File: config.mk
export PLATFORM = sky130hd
export DESIGN_NAME = instr_sequencer
export DESIGN_NICKNAME = d
export VERILOG_FILES = /design/src/rtl/instr_sequencer.sv
export SDC_FILE = /design/constraint.sdc
export NUM_CORES = 1
export LEC_CHECK = 0
export CORE_MARGIN = 10
export CORE_UTILIZATION = 41
export DETAILED_ROUTE_END_ITERATION = 8
export PLACE_DENSITY = 0.8
export RECOVER_POWER = 100
export SETUP_SLACK_MARGIN = 0.1
export SLEW_MARGIN = 20
export SYNTH_ARGS = -nofsm -noshare
export SYNTH_HDL_FRONTEND = slang
export SYNTH_SLANG_ARGS = --single-unit
File: constraint.sdc
create_clock -name clk -period 3 [get_ports clk]
set_input_delay 0.3 -clock clk [delete_from_list [all_inputs] [get_ports clk]]
set_output_delay 0.3 -clock clk [all_outputs]
set_load 0.02 [all_outputs]
File: src/rtl/instr_sequencer.sv
// Multi-cycle control unit for the 8-bit processor: fetch, decode, execute, writeback.
// Owns PC, IR and the zero flag; steers the register file, ALU and writeback mux.
module instr_sequencer #(
    parameter logic [7:0] RESET_PC        = 8'h00,
    parameter bit         HALT_ON_ILLEGAL = 1'b0
) (
    input  logic       clk,
    input  logic       rst_n,
    input  logic       start,
    output logic       imem_req,
    output logic [7:0] imem_addr,
    input  logic [7:0] imem_rdata,
    input  logic       imem_ack,
    output logic [7:0] ir,
    input  logic [3:0] opcode,
    input  logic [1:0] rdest,
    input  logic [1:0] rsrc,
    input  logic [3:0] imm,
    input  logic       imm_mode,
    input  logic       alu_zero,
    output logic [1:0] rf_raddr_a,
    output logic [1:0] rf_raddr_b,
    output logic [1:0] rf_waddr,
    output logic       rf_we,
    output logic [2:0] alu_op,
    output logic       wb_sel,
    output logic [7:0] pc,
    output logic       zflag,
    output logic       halted,
    output logic       illegal
);

    typedef enum logic [2:0] {
        S_IDLE,
        S_FETCH,
        S_DECODE,
        S_EXECUTE,
        S_WRITEBACK,
        S_HALT
    } state_t;

    localparam logic [3:0] OP_NOP  = 4'h0;
    localparam logic [3:0] OP_ADD  = 4'h1;
    localparam logic [3:0] OP_SUB  = 4'h2;
    localparam logic [3:0] OP_AND  = 4'h3;
    localparam logic [3:0] OP_OR   = 4'h4;
    localparam logic [3:0] OP_MOVI = 4'h5;
    localparam logic [3:0] OP_MOV  = 4'h6;
    localparam logic [3:0] OP_CMP  = 4'h7;
    localparam logic [3:0] OP_JR   = 4'h8;
    localparam logic [3:0] OP_JZ   = 4'h9;
    localparam logic [3:0] OP_HALT = 4'hF;

    localparam logic [2:0] ALU_ADD    = 3'b000;
    localparam logic [2:0] ALU_SUB    = 3'b001;
    localparam logic [2:0] ALU_AND    = 3'b010;
    localparam logic [2:0] ALU_OR     = 3'b011;
    localparam logic [2:0] ALU_PASS_B = 3'b100;

    state_t     state_q, state_d;
    logic [7:0] pc_q, pc_d;
    logic [7:0] ir_q, ir_d;
    logic       zflag_q, zflag_d;
    logic       illegal_q, illegal_d;
    logic [2:0] alu_op_dec;
    logic [7:0] pc_jump;

    assign ir        = ir_q;
    assign pc        = pc_q;
    assign imem_addr = pc_q;
    assign zflag     = zflag_q;
    assign illegal   = illegal_q;

    // pc_q has already been incremented past the jump instruction here.
    assign pc_jump = pc_q + {{4{imm[3]}}, imm};

    always_comb begin
        alu_op_dec = ALU_ADD;
        case (opcode)
            OP_SUB, OP_CMP: alu_op_dec = ALU_SUB;
            OP_AND:         alu_op_dec = ALU_AND;
            OP_OR:          alu_op_dec = ALU_OR;
            OP_MOV:         alu_op_dec = ALU_PASS_B;
            default:        alu_op_dec = ALU_ADD;
        endcase
    end

    always_ff @(posedge clk or negedge rst_n) begin
        if (!rst_n) begin
            state_q   <= S_IDLE;
            pc_q      <= RESET_PC;
            ir_q      <= 8'h00;
            zflag_q   <= 1'b0;
            illegal_q <= 1'b0;
        end else begin
            state_q   <= state_d;
            pc_q      <= pc_d;
            ir_q      <= ir_d;
            zflag_q   <= zflag_d;
            illegal_q <= illegal_d;
        end
    end

    always_comb begin
        state_d    = state_q;
        pc_d       = pc_q;
        ir_d       = ir_q;
        zflag_d    = zflag_q;
        illegal_d  = illegal_q;
        imem_req   = 1'b0;
        rf_raddr_a = 2'd0;
        rf_raddr_b = 2'd0;
        rf_waddr   = 2'd0;
        rf_we      = 1'b0;
        alu_op     = ALU_ADD;
        wb_sel     = 1'b0;
        halted     = 1'b0;

        case (state_q)
            S_IDLE: begin
                if (start) state_d = S_FETCH;
            end
            S_FETCH: begin
                imem_req = 1'b1;
                if (imem_ack) begin
                    ir_d    = imem_rdata;
                    pc_d    = pc_q + 8'd1;
                    state_d = S_DECODE;
                end
            end
            S_DECODE: begin
                state_d = S_EXECUTE;
            end
            S_EXECUTE: begin
                rf_raddr_a = rdest;
                rf_raddr_b = rsrc;
                alu_op     = alu_op_dec;
                wb_sel     = imm_mode;
                case (opcode)
                    OP_NOP: state_d = S_FETCH;
                    OP_ADD, OP_SUB, OP_AND, OP_OR: begin
                        zflag_d = alu_zero;
                        state_d = S_WRITEBACK;
                    end
                    OP_MOVI, OP_MOV: state_d = S_WRITEBACK;
                    OP_CMP: begin
                        zflag_d = alu_zero;
                        state_d = S_FETCH;
                    end
                    OP_JR: begin
                        pc_d    = pc_jump;
                        state_d = S_FETCH;
                    end
                    OP_JZ: begin
                        if (zflag_q) pc_d = pc_jump;
                        state_d = S_FETCH;
                    end
                    OP_HALT: state_d = S_HALT;
                    default: begin
                        illegal_d = 1'b1;
                        state_d   = HALT_ON_ILLEGAL ? S_HALT : S_FETCH;
                    end
                endcase
            end
            S_WRITEBACK: begin
                // Datapath controls stay as in EXECUTE so the write sees a stable result.
                rf_raddr_a = rdest;
                rf_raddr_b = rsrc;
                alu_op     = alu_op_dec;
                wb_sel     = imm_mode;
                rf_waddr   = rdest;
                rf_we      = 1'b1;
                state_d    = S_FETCH;
            end
            S_HALT: begin
                halted = 1'b1;
                if (start) state_d = S_FETCH;
            end
            default: state_d = S_IDLE;
        endcase
    end

endmodule
==> impl_results.md, run 1 <==
- Final Hold Viols: 0
- Worst Reg2Reg Path Length in Cells: 9
- First-pass GRT wire length: 6320 um
- Final Cell Area: 0.00198 mm2
- Area grow syn2layout: 41.4%
- Die ar.: 0.00616 mm2
- Setup Fix Bufs, Post-CTS: 0
- Multi-input gate area: 717 um2
- Yosys warning count: 0
- Post-DP HPWL: 3120 um
- Mapped cell area: 0.00140 mm2
- Ranking of synthesized cells by area: dfrtp_1, mux2_2, buf_4
- Root Driver: clkbuf_4
- Buf/Inv on CP: 1
- First-pass DRT Iterations: 4
- EDFF count, synth: 0
- Initial core utilization: 42.4%
- Share of cells above drive strength 1: 9.74%
- Drc violations: 0
- Area leader, netlist: dfrtp_1
- Crit path launch type: flop
- Worst vdd ir: 0.000508 V
- Die X-Extent: 78.5 um
- DR vias: 1220
- Initial antenna violation count: 0
- CTS tree: done
- Slew Limit Fails: 0
- Largest net degree at the start of global routing: 22
- FILL cells: 316
- Core area: 0.00331 mm2
- Iteration-0 DRC Markers: 96
- Placed Area: 0.00198 mm2
- Synth Flop Type: dfrtp_1
- #FFs+latches synth: 21
- Unrepaired setup endpoints after global routing: no
- WP data required: 2.70 ns
- Status: finished clean
- Avg Inst Size Synth: 9.81 um2
- Vias in the first global route: 1270
- Via density per instance: 5.06
- DRT Wirelength: 3930 um
- Yosys top cell area share: 37.5%
- TNS Setup: 0 ns
- Deepest level of the CTS H-tree: 1
- Commonest non-fill, non-tap cell in the layout: dlygate4sd3_1
- Net Count, Synth: 173
- FF/Latch Area: 526 um2
- Reg clk slew, reported paths: 0.12 ns
- CP Data Arrival Time: 2.34 ns
- FP Rows: 21
- Critical path cell sequence: and3b_2 -> nor2_1 -> nor3_1 -> dlygate4sd3_1
- WP depth: 4
- CTS Sinks: 21
- Seq/Total Area, Yosys: 37.5%
- Worst Setup Path Type: reg -> out
- CTS Hold Bufs: 0
- Cts repair resizes: 0
- Maximum clock rate: 378 MHz
- GRT Overall Usage: 12.3%
- Worst Setup End Kind: output pin
- Clk_lat worst skew: 0.30 ns
- DIE HEIGHT: 78.5 um
- Total gr overflow: 0
- Cell count after synthesis: 143
- Slew Limit Headroom: 35.2%
- Power Dens Cells: 958 mW/mm2
- Layout Nets: 226
- Ys async rst share: 100%
- Worst Skew: 0.00462 ns
- Leakage: 0.880 nW
- Worst path top cell family by delay: simple AND/OR/NAND/NOR gates
- CTS Buf Count: 3
- Most frequent cells in the layout: dlygate4sd3_1, clkdlybuf4s50_1, dfrtp_1
- WL/cell: 16.3 um
- Max Cap Violations: 0
- Clk buf depth: 2
- Diodes inserted: 0
- Port Buffers: 64
- Hold-critical path depth: 1
- Slew @ Worst Pin: 0.969 ns
- Critical path's largest stage delay: 0.67 ns
- I/O pin count: 65
- Tmin final: 2.64 ns
- Final ANT Viol Nets: 0
- Slowest cell on the critical path: dlygate4sd3_1
- Final GP Congestion: 0.852
- Tcrit/Tclk final: 88.1%
- Final count of negative-setup-slack endpoints: 0
- Distinct cells, synth: 39
- Worst min path class: reg -> reg
- CP Max Fanout: 11
==> power breakdown <==
part,leakage (nW),switching [mW],internal (mW)
logic,0.612,0.626,0.557
registers,0.251,0.159,0.420
clock network,0.0177,0.0879,0.0496
total,0.880,0.873,1.03
==> Yosys cell counts, drive strengths merged (2+ instances only) <==
library cell / count
nand2b: 4
nand4b: 3
and2: 3
buf: 14
nand2: 9
o211ai: 2
and3: 3
nor2: 13
mux2: 10
ha: 3
a31oi: 2
dfrtp: 21
xnor2: 2
nor4: 3
nor2b: 8
nand3: 2
xor2: 6
inv: 4
clkbuf: 2
a21oi: 6
nor3b: 2
a221oi: 3
nor3: 5
or2: 2
==> flip-flops by register name (all words and copies together), names as in the netlist <==
name       flops
imem_addr      8
zflag          1
illegal        1
state_q        3
ir             8
==> kinds of logic (layout without fill, tap and decap cells) <==
family,count (synthesis),after routing,share of synthesized area (%)
multiplexers,11,11,8.74
XOR/XNOR,8,8,5.00
AND/OR/NAND/NOR,60,60,23.7
AO/OA/AOI/OAI,19,19,11.2
adder cells (fa/ha/maj),4,4,4.10
buffers and inverters,20,72,9.72
flip-flops,21,21,37.5
==> through the flow <==
| stage | cells | setup slack (ns) | hold WS [ns] | util [%] | power (mW) |
|---|---|---|---|---|---|
| 5_1_grt | 241 | 0.156 | 0.522 | 59.9 | 2.05 |
| 4_1_cts | 241 | 0.251 | 0.488 | 60.6 | 2.03 |
| 3_3_place_gp | 237 | 0.539 | 0.450 | 59.8 | 1.85 |
| 3_5_place_dp | 237 | 0.344 | 0.459 | 59.8 | 1.89 |
| 6_report | 241 | 0.357 | 0.482 | 59.9 | 1.90 |
| 2_1_floorplan | 143 | 0.754 | 0.00441 | - | 1.41 |
==> final cells by class <==
class	instances	share of cell area (%)
multi-input combinational	102	36.2
timing repair buffer	64	32.3
sequential	21	26.5
tap	46	2.90
clock buffer	3	1.14
inverter	4	0.757
clock inverter	1	0.252
==> metal layers <==
| metal | share of wire, % | track usage [%] |
|---|---|---|
| met1 | 45 | 15.0 |
| met5 | 0 | 0 |
| met4 | 0.89 | 3.76 |
| met2 | 47 | 20.0 |
| met3 | 7.3 | 4.10 |
==> path summary, 6_finish.rpt <==
check / start / to / slack, ns
max in group asynchronous: rst_n / ir[1] / 1.82
worst max-delay path: state_q[2] / alu_op[1] / 0.36
worst min register to register: illegal / illegal / 0.48
min in group asynchronous: rst_n / ir[3] / 0.59
worst min-delay path: illegal / illegal / 0.48
worst max register to register: state_q[2] / imem_addr[7] / 0.42
Power figures use the tool's default switching activity.
==> run 2, diff against run 1 <==
--- a/config.mk
+++ b/config.mk
@@ -5,11 +5,12 @@
 export SDC_FILE = /design/constraint.sdc
 export NUM_CORES = 1
 export LEC_CHECK = 0
+export CELL_PAD_IN_SITES_DETAIL_PLACEMENT = 1
+export CELL_PAD_IN_SITES_GLOBAL_PLACEMENT = 1
 export CORE_MARGIN = 10
-export CORE_UTILIZATION = 41
+export CORE_UTILIZATION = 30
 export DETAILED_ROUTE_END_ITERATION = 8
-export PLACE_DENSITY = 0.8
-export RECOVER_POWER = 100
+export PLACE_DENSITY_LB_ADDON = 0.1
 export SETUP_SLACK_MARGIN = 0.1
 export SLEW_MARGIN = 20
 export SYNTH_ARGS = -nofsm -noshare
==> impl_results.md, run 2 (same netlist as run 1, synthesis figures left out) <==
- Worst min path class: in -> async (was reg -> reg)
- Worst Setup Path Type: reg -> out (unchanged)
- DR vias: 1211 (was 1220)
- CP Data Arrival Time: 2.25 ns (was 2.34 ns)
- Initial core utilization: 31.6% (was 42.4%)
- Flop2flop setup slack: 0.49 ns (was 0.42 ns)
- Worst Setup End Kind: output pin (unchanged)
- Worst vdd ir: 0.000472 V (was 0.000508 V)
- # placed instances: 243 (was 237)
- Iteration-0 DRC Markers: 30 (was 96)
- CTS Buf Count: 3 (unchanged)
- Final Hold Viols: 21 (was 0)
- Final count of negative-setup-slack endpoints: 0 (unchanged)
- Status: finished with violations (was finished clean)
- Initial antenna violation count: 0 (unchanged)
- Worst Reg2Reg Path Length in Cells: 9 (unchanged)
- TNS Setup: 0 ns (unchanged)
- Unrepaired setup endpoints after global routing: no (unchanged)
- Maximum clock rate: 392 MHz (was 378 MHz)
- Port Buffers: 64 (unchanged)
- Final GP Congestion: 0.779 (was 0.852)
- CP Max Fanout: 11 (unchanged)
- Via density per instance: 4.90 (was 5.06)
- CTS tree: done (unchanged)
- Drc violations: 0 (unchanged)
- Vias in the first global route: 1340 (was 1270)
- Multi-input gate area: 742 um2 (was 717 um2)
- Commonest non-fill, non-tap cell in the layout: clkdlybuf4s50_1 (was dlygate4sd3_1)
- Hold Slack: -0.0196 ns (was 0.482 ns)
- Post-DP HPWL: 3400 um (was 3120 um)
- Reg clk slew, reported paths: 0.09 ns (was 0.12 ns)
- Most frequent cells in the layout: clkdlybuf4s50_1, dfrtp_1, nor2_1 (was dlygate4sd3_1, clkdlybuf4s50_1, dfrtp_1)
- Power Dens Cells: 1020 mW/mm2 (was 958 mW/mm2)
- WP data required: 2.70 ns (about the same)
- Crit path launch type: flop (unchanged)
- FP Rows: 24 (was 21)
- Largest net degree at the start of global routing: 22 (unchanged)
- First-pass DRT Iterations: 4 (unchanged)
- Total gr overflow: 0 (unchanged)
- Fin util: 45.7% (was 59.9%)
- Share of cells above drive strength 1: 11.3% (was 9.74%)
- Slew Limit Headroom: 66.2% (was 35.2%)
- Root Driver: clkbuf_8 (was clkbuf_4)
- WL/cell: 17.1 um (was 16.3 um)
- RR Startpoint: state_q[2] (unchanged)
- Slew Limit Fails: 0 (unchanged)
- FF/Latch Area: 526 um2 (unchanged)
- Tcrit/Tclk final: 84.9% (was 88.1%)
- FF-to-FF End: imem_addr[7] (unchanged)
- Leakage: 0.828 nW (was 0.880 nW)
- Clk_lat worst skew: 0.27 ns (was 0.30 ns)
- GRT Overall Usage: 11.1% (was 12.3%)
- Final std cells w/o fill: 247 (was 241)
- Die ar.: 0.00781 mm2 (was 0.00616 mm2)
- Layout Nets: 226 (unchanged)
- Die X-Extent: 88.4 um (was 78.5 um)
- Clk buf depth: 2 (unchanged)
- Deepest level of the CTS H-tree: 1 (unchanged)
- I/O pin count: 65 (unchanged)
- Diodes inserted: 0 (unchanged)
- Failing checks: negative hold slack
- Slew @ Worst Pin: 0.507 ns (was 0.969 ns)
- First-pass GRT wire length: 6900 um (was 6320 um)
- Worst setup path start: state_q[2] (unchanged)
- FILL cells: 506 (was 316)
- Area grow syn2layout: 44.9% (was 41.4%)
- DIE HEIGHT: 88.4 um (was 78.5 um)
- CTS Sinks: 21 (unchanged)
- Tmin final: 2.55 ns (was 2.64 ns)
- Core area: 0.00444 mm2 (was 0.00331 mm2)
- Final ANT Viol Nets: 0 (unchanged)
- DRT Wirelength: 4220 um (was 3930 um)
- Worst Skew: 0.00758 ns (was 0.00462 ns)
- Max Cap Violations: 0 (unchanged)
[run 2: routing by layer]
| layer | routed length [um] | vias up | GRT usage [%] | share of wire (%) |
|---|---|---|---|---|
| li1 | - | 591 | - | - |
| met1 | 1700 | 579 | 12.0 | 40 |
| met2 | 2110 | 39 | 19.7 | 50 |
| met3 | 383 | 2 | 4.96 | 9.1 |
| met4 | 21 | 0 | 2.20 | 0.50 |
| met5 | 0 | - | 0 | 0 |
[run 2: where the power goes]
group / switching [mW] / internal (mW) / leakage (nW)
Sequential: 0.166 / 0.421 / 0.251
Combinational: 0.642 / 0.641 / 0.556
Clock: 0.101 / 0.0939 / 0.0217
Total: 0.910 / 1.16 / 0.828
[run 2: worst max-delay path: stages, from the launching register on]
cell             delay, ns
dfrtp_1               0.49
and3b_2               0.41
nor2_1                0.17
nor4_1                0.26
clkdlybuf4s50_1       0.66
[run 2: final cells by class]
type | instances | area share, %
clock buffers | 3 | 2.03
clock inverters | 1 | 0.369
inverters | 4 | 0.739
multi-input cells | 102 | 36.5
flip-flops and latches | 21 | 25.9
well taps | 52 | 3.20
repair buffers | 64 | 31.3
[run 2: worst max-delay path by stage]
stage / end / slack [ns] / cells past startpoint
6_report: alu_op[2] / 0.45 / 4
5_1_grt: imem_addr[7] / 0.21 / 9
4_1_cts: alu_op[2] / 0.26 / 4
3_5_place_dp: imem_addr[7] / 0.35 / 9
3_3_place_gp: imem_addr[7] / 0.50 / 9
2_1_floorplan: imem_addr[7] / 0.75 / 11
[run 2: what timing repair did]
action | 4_1_cts | 5_1_grt
gates resized for setup | 0 | 1
buffers inserted | 0 | 0
endpoints found under the setup margin | 0 | 2
hold buffers | 0 | 0
[run 2: through the flow]
stage                     power (mW)  hold slack, ns  setup slack [ns]  instance area [um2]
after detailed placement        1.91           0.454             0.350                 1990
after floorplan                 1.41         0.00441             0.754                 1400
after global placement          1.86           0.450             0.501                 1990
final                           2.07         -0.0196             0.452                 2030
after global routing            2.24         0.00497             0.215                 2030
after CTS                       2.12           0.475             0.257                 2040
